--- config.mk ---
export PLATFORM = sky130hd
export DESIGN_NAME = disp_mux_n
export DESIGN_NICKNAME = d
export VERILOG_FILES = /design/src/rtl/disp_mux_n.sv
export SDC_FILE = /design/constraint.sdc
export NUM_CORES = 1
export LEC_CHECK = 0
export BUFFER_PORTS_ARGS = -buffer_cell sky130_fd_sc_hd__clkbuf_2
export CORE_ASPECT_RATIO = 1.4
export CORE_MARGIN = 4
export CORE_UTILIZATION = 51
export CTS_BUF_LIST = sky130_fd_sc_hd__clkbuf_16
export CTS_CLUSTER_DIAMETER = 40
export DETAILED_ROUTE_END_ITERATION = 10
export HOLD_SLACK_MARGIN = 0.08
export PLACE_DENSITY = 0.95
export SLEW_MARGIN = 10
export SYNTH_ARGS = -nofsm -noshare
export SYNTH_HDL_FRONTEND = slang
export SYNTH_SLANG_ARGS = --single-unit
--- constraint.sdc ---
create_clock -name clk -period 5.3 [get_ports clk]
set_input_delay 0.53 -clock clk [delete_from_list [all_inputs] [get_ports clk]]
set_output_delay 0.53 -clock clk [all_outputs]
set_load 0.01 [all_outputs]
--- src/rtl/disp_mux_n.sv ---
// Time-multiplexed common-anode seven-segment driver for up to eight digits.
// Hex-decode or raw-pattern modes, per-digit blank and dp, dead time and PWM dimming.
module disp_mux_n #(
    parameter int N_DIGITS    = 8,
    parameter int SLOT_CYCLES = 100000,
    parameter int DEAD_CYCLES = 2,
    parameter int DIM_BITS    = 4
) (
    input  logic                  clk,
    input  logic                  reset_n,
    input  logic                  mode,
    input  logic [4*N_DIGITS-1:0] hex,
    input  logic [8*N_DIGITS-1:0] raw,
    input  logic [N_DIGITS-1:0]   dp,
    input  logic [N_DIGITS-1:0]   blank,
    input  logic [DIM_BITS-1:0]   brightness,
    output logic [7:0]            an,
    output logic [7:0]            sseg,
    output logic [2:0]            digit_idx,
    output logic                  frame_tick
);

    localparam int                  CNT_W    = $clog2(SLOT_CYCLES);
    localparam logic [CNT_W-1:0]    CNT_LAST = CNT_W'(SLOT_CYCLES - 1);
    localparam logic [CNT_W-1:0]    CNT_DEAD = CNT_W'(DEAD_CYCLES);
    localparam logic [2:0]          IDX_LAST = 3'(N_DIGITS - 1);
    localparam logic [DIM_BITS-1:0] DIM_FULL = {DIM_BITS{1'b1}};

    // Active-low {dp,g,f,e,d,c,b,a} glyphs, decimal point off.
    function automatic logic [7:0] hex_to_sseg(input logic [3:0] v);
        logic [7:0] s;
        case (v)
            4'h0:    s = 8'hC0;
            4'h1:    s = 8'hF9;
            4'h2:    s = 8'hA4;
            4'h3:    s = 8'hB0;
            4'h4:    s = 8'h99;
            4'h5:    s = 8'h92;
            4'h6:    s = 8'h82;
            4'h7:    s = 8'hF8;
            4'h8:    s = 8'h80;
            4'h9:    s = 8'h90;
            4'hA:    s = 8'h88;
            4'hB:    s = 8'h83;
            4'hC:    s = 8'hC6;
            4'hD:    s = 8'hA1;
            4'hE:    s = 8'h86;
            4'hF:    s = 8'h8E;
            default: s = 8'hFF;
        endcase
        return s;
    endfunction

    logic [CNT_W-1:0]    cnt_r;
    logic [2:0]          idx_r;
    logic [DIM_BITS-1:0] pwm_r;
    logic [7:0]          an_r;
    logic [7:0]          sseg_r;
    logic [2:0]          digit_idx_r;
    logic                frame_tick_r;

    logic [CNT_W-1:0]    cnt_nxt_s;
    logic [2:0]          idx_nxt_s;
    logic                cnt_wrap_s;
    logic                idx_wrap_s;
    logic [3:0]          nib_s;
    logic [7:0]          byte_s;
    logic                blank_s;
    logic                dp_s;
    logic                pwm_on_s;
    logic                en_s;
    logic [7:0]          an_s;
    logic [7:0]          sseg_s;

    // Scan sequencing and per-digit output selection from current state and live inputs.
    always_comb begin
        cnt_wrap_s = (cnt_r == CNT_LAST);
        idx_wrap_s = (idx_r == IDX_LAST);
        nib_s      = hex[{idx_r, 2'b00} +: 4];
        byte_s     = raw[{idx_r, 3'b000} +: 8];
        blank_s    = blank[idx_r];
        dp_s       = dp[idx_r];
        pwm_on_s   = (brightness == DIM_FULL) || (pwm_r < brightness);
        en_s       = (cnt_r >= CNT_DEAD) && !blank_s && pwm_on_s;

        if (cnt_wrap_s) begin
            cnt_nxt_s = {CNT_W{1'b0}};
            if (idx_wrap_s) begin
                idx_nxt_s = 3'd0;
            end else begin
                idx_nxt_s = idx_r + 3'd1;
            end
        end else begin
            cnt_nxt_s = cnt_r + CNT_W'(1);
            idx_nxt_s = idx_r;
        end

        an_s = 8'hFF;
        if (en_s) begin
            an_s[idx_r] = 1'b0;
        end else begin
            an_s = 8'hFF;
        end

        if (blank_s) begin
            sseg_s = 8'hFF;
        end else if (mode) begin
            sseg_s = hex_to_sseg(nib_s) & {~dp_s, 7'h7F};
        end else begin
            sseg_s = byte_s;
        end
    end

    // State and output registers; reset aborts any slot in progress.
    always_ff @(posedge clk) begin
        if (!reset_n) begin
            cnt_r        <= {CNT_W{1'b0}};
            idx_r        <= 3'd0;
            pwm_r        <= {DIM_BITS{1'b0}};
            an_r         <= 8'hFF;
            sseg_r       <= 8'hFF;
            digit_idx_r  <= 3'd0;
            frame_tick_r <= 1'b0;
        end else begin
            cnt_r        <= cnt_nxt_s;
            idx_r        <= idx_nxt_s;
            pwm_r        <= pwm_r + DIM_BITS'(1);
            an_r         <= an_s;
            sseg_r       <= sseg_s;
            digit_idx_r  <= idx_r;
            frame_tick_r <= cnt_wrap_s && idx_wrap_s;
        end
    end

    assign an         = an_r;
    assign sseg       = sseg_r;
    assign digit_idx  = digit_idx_r;
    assign frame_tick = frame_tick_r;

endmodule

==> summary.txt <==
Clock tree
  – Post-CTS Resized: 0
  – Worst skew pair latency: 280 ps
  – Setup Buffers After CTS: 0
  – Reg clk slew, reported paths: 60 ps
  – CTS Sinks: 44
  – TritonCTS buffer count: 5
  – CTS tree: done
  – CTS Buffer Depth: 2
  – CTS Hold Buffers Added: 0
  – CTS root buf: clkbuf_16
  – H-tree depth: 2

Layout
  – Most frequent cells in the layout: 138 x clkbuf_2, 43 x dfxtp_1, 30 x nor2_1, 22 x nand2_1, 16 x inv_1
  – Final net count: 584
  – Ratio of cells with drive above 1 in the final layout: 39.7%
  – Final Instance Area: 3820 sq um
  – Commonest non-fill, non-tap cell in the layout: clkbuf_2
  – Antenna Cells: 0
  – Area grow syn2layout: 28.0%

Logic synthesis
  – Largest cells by area after synthesis: dfxtp_1 29%, mux4_2 11%, ha_1 5.9%, mux2i_1 5.0%, mux2_2 3.8%
  – Yosys warns: 0
  – Syn nets: 454
  – Yosys cell types: 50
  – Syn avg cell area: 9.31 sq um
  – Area leader, netlist: dfxtp_1
  – Syn Inst Count: 321
  – Mapped Area: 2990 sq um
  – Seq cells post-synth: 44
  – Ys flop type: dfxtp_1
  – Sequential share of the synthesized area: 29.5%
  – Async S/R FF share, synth: 0%
  – Number of synthesized flops with an enable pin: 0
  – Post-synth top area share: 29.5%

Placement
  – Pre-CTS setup slack: 2630 ps
  – PortBufs: 138
  – RePlAce Congestion: 0.953
  – Post-DP HPWL: 7270 microns
  – Cell area after placement: 3690 sq um

Floorplan
  – Area of the die: 7160 sq um
  – Row cnt: 32
  – Initial Utilization: 53.3%
  – Die Ht: 98.6 microns
  – Core Region: 5610 sq um
  – Io pins: 139
  – Die span in x: 72.7 microns

Power and ir drop
  – Worst IR drop on VDD: 0.174 mV
  – Static Leakage: 1.71 nW
  – PwrDens: 196 nW/um^2
  – Pwr Total: 0.750 mW

Timing
  – Final setup fails: 0
  – Hold Vio Cnt, Final: 0
  – Max Slew Vio Count: 0
  – F_max: 368 MHz
  – Final min period: 2720 ps
  – Setup_tns: 0 ps
  – Hold Worst Slack: 462 ps
  – Worst slew pin tran: 800 ps
  – Slew headroom: 46.2%
  – Clock Skews: 5.90 ps
  – Setup ws final: 2580 ps
  – RSZ-0062 raised after global routing: false
  – Fin crit share: 51.3%

GRT
  – Largest net degree at the start of global routing: 36
  – Remaining Overflow, GRT: 0
  – Initial antenna violation count: 0
  – Vias in the first global route: 3,156
  – GRT Util Overall: 25.1%
  – Global-route wire length before repair: 14,300 microns

Worst setup path
  – Worst Setup Start Kind: flop
  – Worst path arrival time: 2870 ps
  – Worst path required time: 5450 ps
  – Worst-path maximum fanout: 35
  – Setup CP Type: reg2reg
  – Crit end category: flop

Run
  – Max-cap violations: 0

Detailed routing
  – DRT iter0 DRCs: 282
  – DR WL/cell: 17.2 microns
  – Via count: 3,054
  – Post-route DRC: 0
  – Via-to-Cell Ratio: 5.88
  – Final wirelength: 8940 microns
  – Post-detailed-route count of antenna-violating nets: 0
  – First-pass detailed-route iteration total: 4

Hold path
  – Min-Delay Path Class: reg2reg

Status
  – Outcome: finished, final reports clean
critical path: stages (launching register included):
cell,delay [ps]
dfxtp_1,390
buf_4,380
mux4_2,570
mux2i_2,540
mux2_2,410
mux2i_1,170
o211ai_1,110
area by class of cell:
type / instances / area [sq um]
Clock buffer: 5 / 125
Clock inverter: 2 / 8.76
Fill cell: 451 / 1780
Inverter: 16 / 60.1
Multi-Input combinational cell: 243 / 1950
Sequential cell: 44 / 882
Tap cell: 68 / 85.1
Timing Repair Buffer: 141 / 713
layer usage:
metal	wire length [microns]	GRT usage (%)	part of all wire, %	vias up
met5	0	0	0	-
met4	399	11.5	4.5	0
met3	789	5.20	8.8	34
met2	4680	46.4	52	157
met1	3080	26.3	34	1415
li1	-	-	-	1448
metrics by stage:
stage / util [%] / std cells
2_1_floorplan: - / 321
3_3_place_gp: 65.8 / 512
3_5_place_dp: 65.8 / 512
4_1_cts: 68.2 / 519
5_1_grt: 68.2 / 519
6_report: 68.2 / 519
state kept, by name (all words and copies together) (netlist names):
name,cells
cnt_r,17
an,8
sseg,8
pwm_r,4
digit_idx,3
idx_r,3
frame_tick,1
report_power, final:
| group | internal [mW] | switching (mW) | leakage (nW) |
|---|---|---|---|
| combinational | 0.0660 | 0.0559 | 1.28 |
| sequential | 0.339 | 0.00532 | 0.358 |
| clock | 0.169 | 0.115 | 0.0709 |
path summary, 6_finish.rpt:
| kind | end | cells after the start | start | slack, ps |
|---|---|---|---|---|
| setup reg to reg | sseg[3] | 6 | idx_r[0] | 2580 |
| hold / removal | cnt_r[0] | 1 | cnt_r[0] | 460 |
| setup / recovery | sseg[3] | 6 | idx_r[0] | 2580 |
| hold reg to reg | cnt_r[0] | 1 | cnt_r[0] | 460 |
cell families (layout without fill, tap and decap cells):
| family | Yosys count | in the layout | share of synthesized area, % |
|---|---|---|---|
| compound gates | 59 | 59 | 14.7 |
| xor+xnor | 17 | 17 | 4.98 |
| fa+ha+maj | 14 | 14 | 5.86 |
| flops | 44 | 44 | 29.5 |
| mux | 42 | 42 | 20.6 |
| buf+inv | 34 | 164 | 5.28 |
| simple gates | 111 | 111 | 19.0 |
synthesized netlist by cell type, drive strengths merged, types with 7 or more instances:
master and count:
ha 14, mux4 14, nor2 30, nor3 7
nand3 11, and2 9, xor2 7, a21oi 7
xnor2 10, nand2 22, buf 16, mux2i 17
dfxtp 44, inv 15, mux2 11, o2111ai 8
(Power assumes the default switching activity.)
